## src/rtl/caq_tape_pkg.sv

```systemverilog
// Shared types and constants for the CAQ cassette playback engine.
package caq_tape_pkg;

    typedef enum logic [2:0] {
        IDLE,
        FETCH,
        LATCH,
        SEND,
        GAP
    } tape_state_t;

    localparam int DEF_ADDR_W    = 16;
    localparam int DEF_HALF0     = 2;
    localparam int DEF_HALF1     = 1;
    localparam int DEF_STOP_BITS = 2;
    localparam int DEF_GAP_TICKS = 64;

    // Width of the per-symbol tick position counter inside the bit generator.
    localparam int SYM_CNT_W = 8;

    // Symbols per frame: one start bit, eight data bits, then the stop bits.
    function automatic int frame_len(input int stop_bits);
        return 9 + stop_bits;
    endfunction

endpackage

```

## src/rtl/tape_bit_gen.sv

```systemverilog
// FSK symbol generator: each symbol is a high half followed by a low half,
// both HALF0 (symbol '0') or HALF1 (symbol '1') ce ticks long. A symbol
// requested with start is queued and begins on the tick that completes the
// current symbol (or on the next tick when idle), so symbols chain seamlessly.
// symbol_done fires on the tick that enters the final tick of a symbol, giving
// the caller one tick of slack to queue the next symbol or fetch the next byte;
// symbol_end fires on the tick that completes the symbol.
module tape_bit_gen
    import caq_tape_pkg::*;
#(
    parameter int HALF0 = DEF_HALF0,
    parameter int HALF1 = DEF_HALF1
) (
    input  logic clk,
    input  logic reset_n,
    input  logic ce,
    input  logic hold,
    input  logic clear,
    input  logic start,
    input  logic symbol,
    output logic level,
    output logic symbol_done,
    output logic symbol_end
);

    localparam int CW = SYM_CNT_W;
    localparam logic [CW-1:0] H0    = CW'(HALF0);
    localparam logic [CW-1:0] H1    = CW'(HALF1);
    localparam logic [CW-1:0] LAST0 = CW'(2 * HALF0 - 1);
    localparam logic [CW-1:0] LAST1 = CW'(2 * HALF1 - 1);

    logic          busy;
    logic          armed;
    logic          pend;
    logic          sym;
    logic [CW-1:0] pos;
    logic [CW-1:0] pos_inc;
    logic [CW-1:0] half_len;
    logic [CW-1:0] last_pos;
    logic          tick;
    logic          armed_now;
    logic          pend_now;

    assign tick      = ce & ~hold;
    assign pos_inc   = pos + CW'(1);
    assign half_len  = sym ? H1 : H0;
    assign last_pos  = sym ? LAST1 : LAST0;
    assign armed_now = armed | start;
    assign pend_now  = start ? symbol : pend;

    assign symbol_done = tick & busy & (pos_inc == last_pos);
    assign symbol_end  = tick & busy & (pos == last_pos);

    // Advance the half-period position on each unheld tick and start queued symbols.
    always_ff @(posedge clk or negedge reset_n) begin
        if (!reset_n) begin
            busy  <= 1'b0;
            armed <= 1'b0;
            pend  <= 1'b0;
            sym   <= 1'b0;
            pos   <= '0;
            level <= 1'b0;
        end else if (clear) begin
            busy  <= 1'b0;
            armed <= 1'b0;
            pos   <= '0;
            level <= 1'b0;
        end else begin
            if (start) begin
                armed <= 1'b1;
                pend  <= symbol;
            end
            if (tick) begin
                if (busy && pos != last_pos) begin
                    pos   <= pos_inc;
                    level <= (pos_inc < half_len);
                end else if (armed_now) begin
                    busy  <= 1'b1;
                    armed <= 1'b0;
                    sym   <= pend_now;
                    pos   <= '0;
                    level <= 1'b1;
                end else begin
                    busy  <= 1'b0;
                    pos   <= '0;
                    level <= 1'b0;
                end
            end
        end
    end

endmodule

```

## src/rtl/caq_tape_player.sv

```systemverilog
// CAQ tape playback engine: fetches image bytes from tape RAM and serialises
// them as framed FSK symbols, with play/stop/pause, loop and reload control.
// GAP_TICKS must be at least 2.
module caq_tape_player
    import caq_tape_pkg::*;
#(
    parameter int ADDR_W    = DEF_ADDR_W,
    parameter int HALF0     = DEF_HALF0,
    parameter int HALF1     = DEF_HALF1,
    parameter int STOP_BITS = DEF_STOP_BITS,
    parameter int GAP_TICKS = DEF_GAP_TICKS,
    parameter int AUTOPLAY  = 1
) (
    input  logic              clk,
    input  logic              reset_n,
    input  logic              ce_tape,
    input  logic              load,
    input  logic [ADDR_W-1:0] length,
    input  logic              play,
    input  logic              stop,
    input  logic              pause,
    input  logic              loop_en,
    output logic [ADDR_W-1:0] mem_addr,
    input  logic [7:0]        mem_data,
    output logic              out,
    output logic              req,
    output logic              done,
    output logic [ADDR_W-1:0] pos
);

    localparam int              FRAME    = frame_len(STOP_BITS);
    localparam logic [3:0]      LAST_BIT = 4'(FRAME - 1);
    localparam int              GW       = $clog2(GAP_TICKS + 1);
    localparam logic [GW-1:0]   GAP_END  = GW'(GAP_TICKS - 2);

    tape_state_t       state;
    logic [ADDR_W-1:0] len_q;
    logic [ADDR_W-1:0] addr_inc;
    logic [FRAME-1:0]  frame;
    logic [3:0]        bit_cnt;
    logic              tail;
    logic [GW-1:0]     gap_cnt;
    logic              gap_tick;
    logic              load_take;
    logic              gen_start;
    logic              gen_symbol;
    logic              gen_clear;
    logic              sym_done;
    logic              sym_end;

    assign addr_inc  = mem_addr + ADDR_W'(1);
    assign gap_tick  = ce_tape & ~pause;
    assign load_take = load & ((length != '0) | (state != IDLE));
    assign gen_clear = stop | load_take;

    // Queue the start bit when a byte is latched, otherwise the next frame bit
    // when the current symbol enters its final tick.
    always_comb begin
        gen_start  = 1'b0;
        gen_symbol = 1'b0;
        if (state == LATCH) begin
            gen_start = 1'b1;
        end else if (state == SEND && sym_done && bit_cnt != LAST_BIT) begin
            gen_start  = 1'b1;
            gen_symbol = frame[1];
        end
    end

    tape_bit_gen #(
        .HALF0 (HALF0),
        .HALF1 (HALF1)
    ) u_bit_gen (
        .clk         (clk),
        .reset_n     (reset_n),
        .ce          (ce_tape),
        .hold        (pause),
        .clear       (gen_clear),
        .start       (gen_start),
        .symbol      (gen_symbol),
        .level       (out),
        .symbol_done (sym_done),
        .symbol_end  (sym_end)
    );

    // Playback FSM: control pulses first, then byte fetch, framing, gap and end handling.
    always_ff @(posedge clk or negedge reset_n) begin
        if (!reset_n) begin
            state    <= IDLE;
            len_q    <= '0;
            mem_addr <= '0;
            pos      <= '0;
            frame    <= '0;
            bit_cnt  <= '0;
            tail     <= 1'b0;
            gap_cnt  <= '0;
            req      <= 1'b0;
            done     <= 1'b0;
        end else begin
            done <= 1'b0;
            if (load_take) begin
                len_q <= length;
            end
            if (stop) begin
                state    <= IDLE;
                mem_addr <= '0;
                tail     <= 1'b0;
                req      <= 1'b0;
            end else if (load_take) begin
                mem_addr <= '0;
                tail     <= 1'b0;
                if (AUTOPLAY != 0 && length != '0) begin
                    state <= FETCH;
                    req   <= 1'b1;
                end else begin
                    state <= IDLE;
                    req   <= 1'b0;
                end
            end else begin
                case (state)
                    IDLE: begin
                        if (play && len_q != '0) begin
                            state <= FETCH;
                            req   <= 1'b1;
                        end
                    end
                    FETCH: begin
                        state <= LATCH;
                    end
                    LATCH: begin
                        frame   <= {{STOP_BITS{1'b1}}, mem_data, 1'b0};
                        pos     <= mem_addr;
                        bit_cnt <= '0;
                        tail    <= 1'b0;
                        state   <= SEND;
                    end
                    SEND: begin
                        if (sym_done) begin
                            if (bit_cnt != LAST_BIT) begin
                                bit_cnt <= bit_cnt + 4'd1;
                                frame   <= frame >> 1;
                            end else if (addr_inc < len_q) begin
                                mem_addr <= addr_inc;
                                state    <= FETCH;
                            end else begin
                                tail <= 1'b1;
                            end
                        end else if (sym_end && tail) begin
                            tail <= 1'b0;
                            if (loop_en) begin
                                gap_cnt <= '0;
                                state   <= GAP;
                            end else begin
                                done     <= 1'b1;
                                mem_addr <= '0;
                                req      <= 1'b0;
                                state    <= IDLE;
                            end
                        end
                    end
                    GAP: begin
                        if (gap_tick) begin
                            if (gap_cnt == GAP_END) begin
                                mem_addr <= '0;
                                if (loop_en) begin
                                    state <= FETCH;
                                end else begin
                                    done  <= 1'b1;
                                    req   <= 1'b0;
                                    state <= IDLE;
                                end
                            end else begin
                                gap_cnt <= gap_cnt + GW'(1);
                            end
                        end
                    end
                    default: begin
                        state <= IDLE;
                        req   <= 1'b0;
                    end
                endcase
            end
        end
    end

endmodule
```

## config.mk

```make
export PLATFORM = sky130hd
export DESIGN_NAME = caq_tape_player
export DESIGN_NICKNAME = d
export VERILOG_FILES = /design/src/rtl/caq_tape_pkg.sv /design/src/rtl/tape_bit_gen.sv /design/src/rtl/caq_tape_player.sv
export SDC_FILE = /design/constraint.sdc
export NUM_CORES = 1
export LEC_CHECK = 0
export ABC_AREA = 1
export CAP_MARGIN = 40
export CORE_MARGIN = 8
export CORE_UTILIZATION = 51
export CTS_CLUSTER_SIZE = 40
export DETAILED_ROUTE_END_ITERATION = 8
export GPL_TIMING_DRIVEN = 0
export MAX_ROUTING_LAYER = met4
export PLACE_DENSITY = 0.77
export SKIP_CTS_REPAIR_TIMING = 1
export SKIP_LAST_GASP = 1
export SYNTH_ARGS = -nofsm -noshare
export SYNTH_HDL_FRONTEND = slang
export SYNTH_SLANG_ARGS = --single-unit
```

## constraint.sdc

```tcl
create_clock -name clk -period 2.7 [get_ports clk]
set_input_delay 0.54 -clock clk [delete_from_list [all_inputs] [get_ports clk]]
set_output_delay 0.54 -clock clk [all_outputs]
set_load 0.01 [all_outputs]
```

==> run_results.csv <==
group,metric,value,unit
status,run_status,"finished, violations left",
status,violations,"setup timing",
floorplan,io_pins,67,
placement,port_buffers,66,
setup_path,cp-startpoint,"mem_addr[1]$_DFFE_PN0P_",
logic_synthesis,synthArstFlopShare,1.000,
min_path,hold_path_class,"input port to asynchronous set/reset pin",
setup_path,worst-setup-path-type,"register to register",
power_and_ir_drop,p_per_area,421.8,nW/µm²
logic_synthesis,yosysWarnings,0,
logic_synthesis,synth_nets,744,
global_route,grt_max_degree,46,
clock_network,root_buffer,"clkbuf_8",
routing,route.detailed.drc,0,
global_route,busiest_layer,"met2",
logic_synthesis,syn_avg_cell_area,7.643,µm²
global_route,grt_remaining_overflow,0,
placement,place.gp.congestion,0.8980,
clock_network,clockBufferDepth,2,
floorplan,start_util,0.5178,
final_layout,area_delta_synth_final,30.27,%
setup_path,cpPeakStageDelay,0.45,ns
power_and_ir_drop,p_clk_frac,0.341,
logic_synthesis,synth_seq_cells,88,
routing,antenna_left,0,
setup_path,cp_common_cell,"nand2_1",
power_and_ir_drop,ir_drop,0.2360,mV
setup_path,r2r_start,"mem_addr[1]$_DFFE_PN0P_",
floorplan,core_area,10180,µm²
routing,routedWlPerCell,15.17,µm
timing,tightest_slew,0.6516,ns
clock_network,insertion_delay,0.37,ns
timing,fin_crit,2.802,ns
routing,firstDrtPassIters,5,
clock_network,cts_max_level,3,
global_route,grt_usage,0.1960,
routing,vias,4904,
clock_network,cts.reportedPaths.clkPinSlew,0.09,ns
clock_network,cts.sinks,88,
routing,avgViaCountPerCell,5.296,
routing,first_iter_violations,380,
timing,hold_ws,0.1666,ns
logic_synthesis,synthCells,690,
logic_synthesis,synth_area_leaders,"dfrtp_1, nand2_1, inv_1",
power_and_ir_drop,seq_power_share,0.517,
logic_synthesis,netlist.top_cell.by_area,"dfrtp_1",
power_and_ir_drop,p_leak,3.253,nW
setup_path,cp_max_fo,5,
setup_path,worstPathRequired,2.95,ns
job,max_cap_viol_count,0,
global_route,first_global_vias,4678,
final_layout,drive_gt1_frac,0.1848,
timing,slew_violations,0,
power_and_ir_drop,p_switching,0.7977,mW
timing,period_share,1.038,
timing,rsz0062_at_grt,"yes",
setup_path,cp-end-kind,"register",
clock_network,cts_buffers,9,
global_route,met1_usage,0.2528,
timing,timing.slew.headroom,0.5656,
timing,finalSetupViolCount,16,
logic_synthesis,synthesis.area,5274,µm²
logic_synthesis,synthFlopType,"dfrtp_1",
clock_network,tritoncts,"yes",
timing,worst_slack,-0.1025,ns
global_route,antenna_found_initial,0,
setup_path,crit_path_start_kind,"register",
global_route,grt_use_met2,0.3101,
logic_synthesis,synth_edf_count,0,
final_layout,fin_nets,839,
final_layout,mostFrequentLayoutCell,"nand2_1",
floorplan,die_y,117.7,µm
setup_path,cp_slowest_cell,"dfrtp_2",
final_layout,diodes,0,
floorplan,dieArea,13850,µm²
final_layout,final_core_util,0.6746,
placement,dp_hpwl,10090,µm
global_route,grt_pass1_wl,22180,µm
final_layout,fin_cells,926,
setup_path,worstPathCellList,"ha_4 -> nand2_1 -> nor2_4 -> nand3_2 -> xor2_1 -> inv_1 -> ha_1 -> nand2_1 -> o21a_1 -> nand2_1 -> nand2_1 -> nand3_2 -> nand3_4 -> nand3_4 -> buf_12 -> nand2_2 -> nand2_1",
power_and_ir_drop,internal_power,2.100,mW
floorplan,rows,37,
timing,final_hold_viol_count,0,
logic_synthesis,yosysUniqueCellTypes,42,
logic_synthesis,ys_seq_area_frac,0.4176,
power_and_ir_drop,netSwitchingFraction,0.2752,
final_layout,layout_common_cells,"nand2_1, dfrtp_1, nor2_1",
global_route,grt.met3_usage,0.02062,
routing,wirelength,14040,µm
floorplan,die_w,117.7,µm
placement,place_inst,893,
logic_synthesis,yosys.area.top_type_share,0.4176,
power_and_ir_drop,comb_power_share,0.143,
timing,skew,0.01501,ns
timing,fmax,0.3568,GHz
setup_path,cp.arrival,3.05,ns
==> kinds of logic after synthesis <==
kind of cell             synth area share
multiplexers                      0.02372
AND/OR/NAND/NOR                    0.3056
buffers and inverters             0.07853
XOR/XNOR                          0.02989
flip-flops                         0.4176
AO/OA/AOI/OAI                     0.09253
adder cells (fa/ha/maj)           0.05219
==> flip-flops by register name, indices dropped and copies added (netlist names), 3 cells and up <==
register and count:
bit_cnt 4, state 3, len_q 16, u_bit_gen.pos 8
gap_cnt 7, frame 10, pos 16, mem_addr 16
==> power by group through the flow <==
| stage | Combinational, mW | Clock [mW] | Sequential [mW] |
|---|---|---|---|
| 2_1_floorplan | 0.226 | 0 | 1.50 |
| 6_report | 0.414 | 0.987 | 1.50 |
| 3_3_place_gp | 0.350 | 0 | 1.51 |
| 3_5_place_dp | 0.377 | 0 | 1.52 |
| 4_1_cts | 0.379 | 1.00 | 1.50 |
| 5_1_grt | 0.464 | 1.06 | 1.51 |
==> synthesized netlist by cell type, types with 3 or more instances <==
master	n
nand2_1	168
dfrtp_1	88
inv_1	86
nor2_1	81
nand3_1	52
o21ai_0	46
a21oi_1	29
ha_1	22
xor2_1	15
nand2_2	14
nand4_1	11
nor3_1	9
mux2i_1	8
clkbuf_1	7
nor2_4	6
buf_2	4
mux2_2	4
nor4_1	4
inv_2	3
nand3_2	3
xnor2_1	3
==> critical path: cells and delay by family (launching register included) <==
family / cells / cell delay, ns
and+or+nand+nor: 11 / 1.20
buffers and inverters: 2 / 0.25
AOI/OAI and AO/OA: 1 / 0.14
xor gates and xnor gates: 1 / 0.22
DFF: 1 / 0.45
adders and majority gates: 2 / 0.43
==> area by class of cell <==
| class | instances | area, µm² |
|---|---|---|
| fillers | 823 | 3314 |
| multi-input cells | 497 | 2988 |
| flip-flops and latches | 88 | 2212 |
| repair buffers | 84 | 847.1 |
| inverters | 90 | 347.8 |
| well taps | 136 | 170.2 |
| clock buffers | 12 | 165.2 |
| plain buffers | 15 | 88.84 |
| clock inverters | 4 | 51.30 |
==> stage by stage <==
stage	power [mW]	instance area (µm²)	TNS [ns]	setup WS, ns
finish	2.898	6870	-0.8788	-0.1025
global route	3.028	6870	-3.610	-0.2330
CTS	2.874	6365	-6.269	-0.4146
detailed placement	1.898	6148	-7.313	-0.3745
global placement	1.864	6123	-184.79	-2.361
floorplan	1.727	5293	0	0.01271
==> worst paths after layout <==
kind                       slack (ns)  cells after the start                            to
setup / recovery                -0.10                     17      mem_addr[14]$_DFFE_PN0P_
setup reg to reg                -0.10                     17      mem_addr[14]$_DFFE_PN0P_
max in group asynchronous        1.89                      2       mem_addr[1]$_DFFE_PN0P_
min in group clk                 0.49                      2           pos[15]$_DFFE_PN0P_
hold reg to reg                  0.49                      2           pos[15]$_DFFE_PN0P_
hold / removal                   0.17                      1  u_bit_gen.pos[3]$_DFFE_PN0P_
==> metal layers <==
layer | part of all wire | up-vias
li1 | - | 2404
met1 | 0.44 | 2297
met2 | 0.49 | 172
met3 | 0.049 | 31
met4 | 0.019 | 0
met5 | 0 | -
No activity file was read; power rests on OpenSTA's default activity.
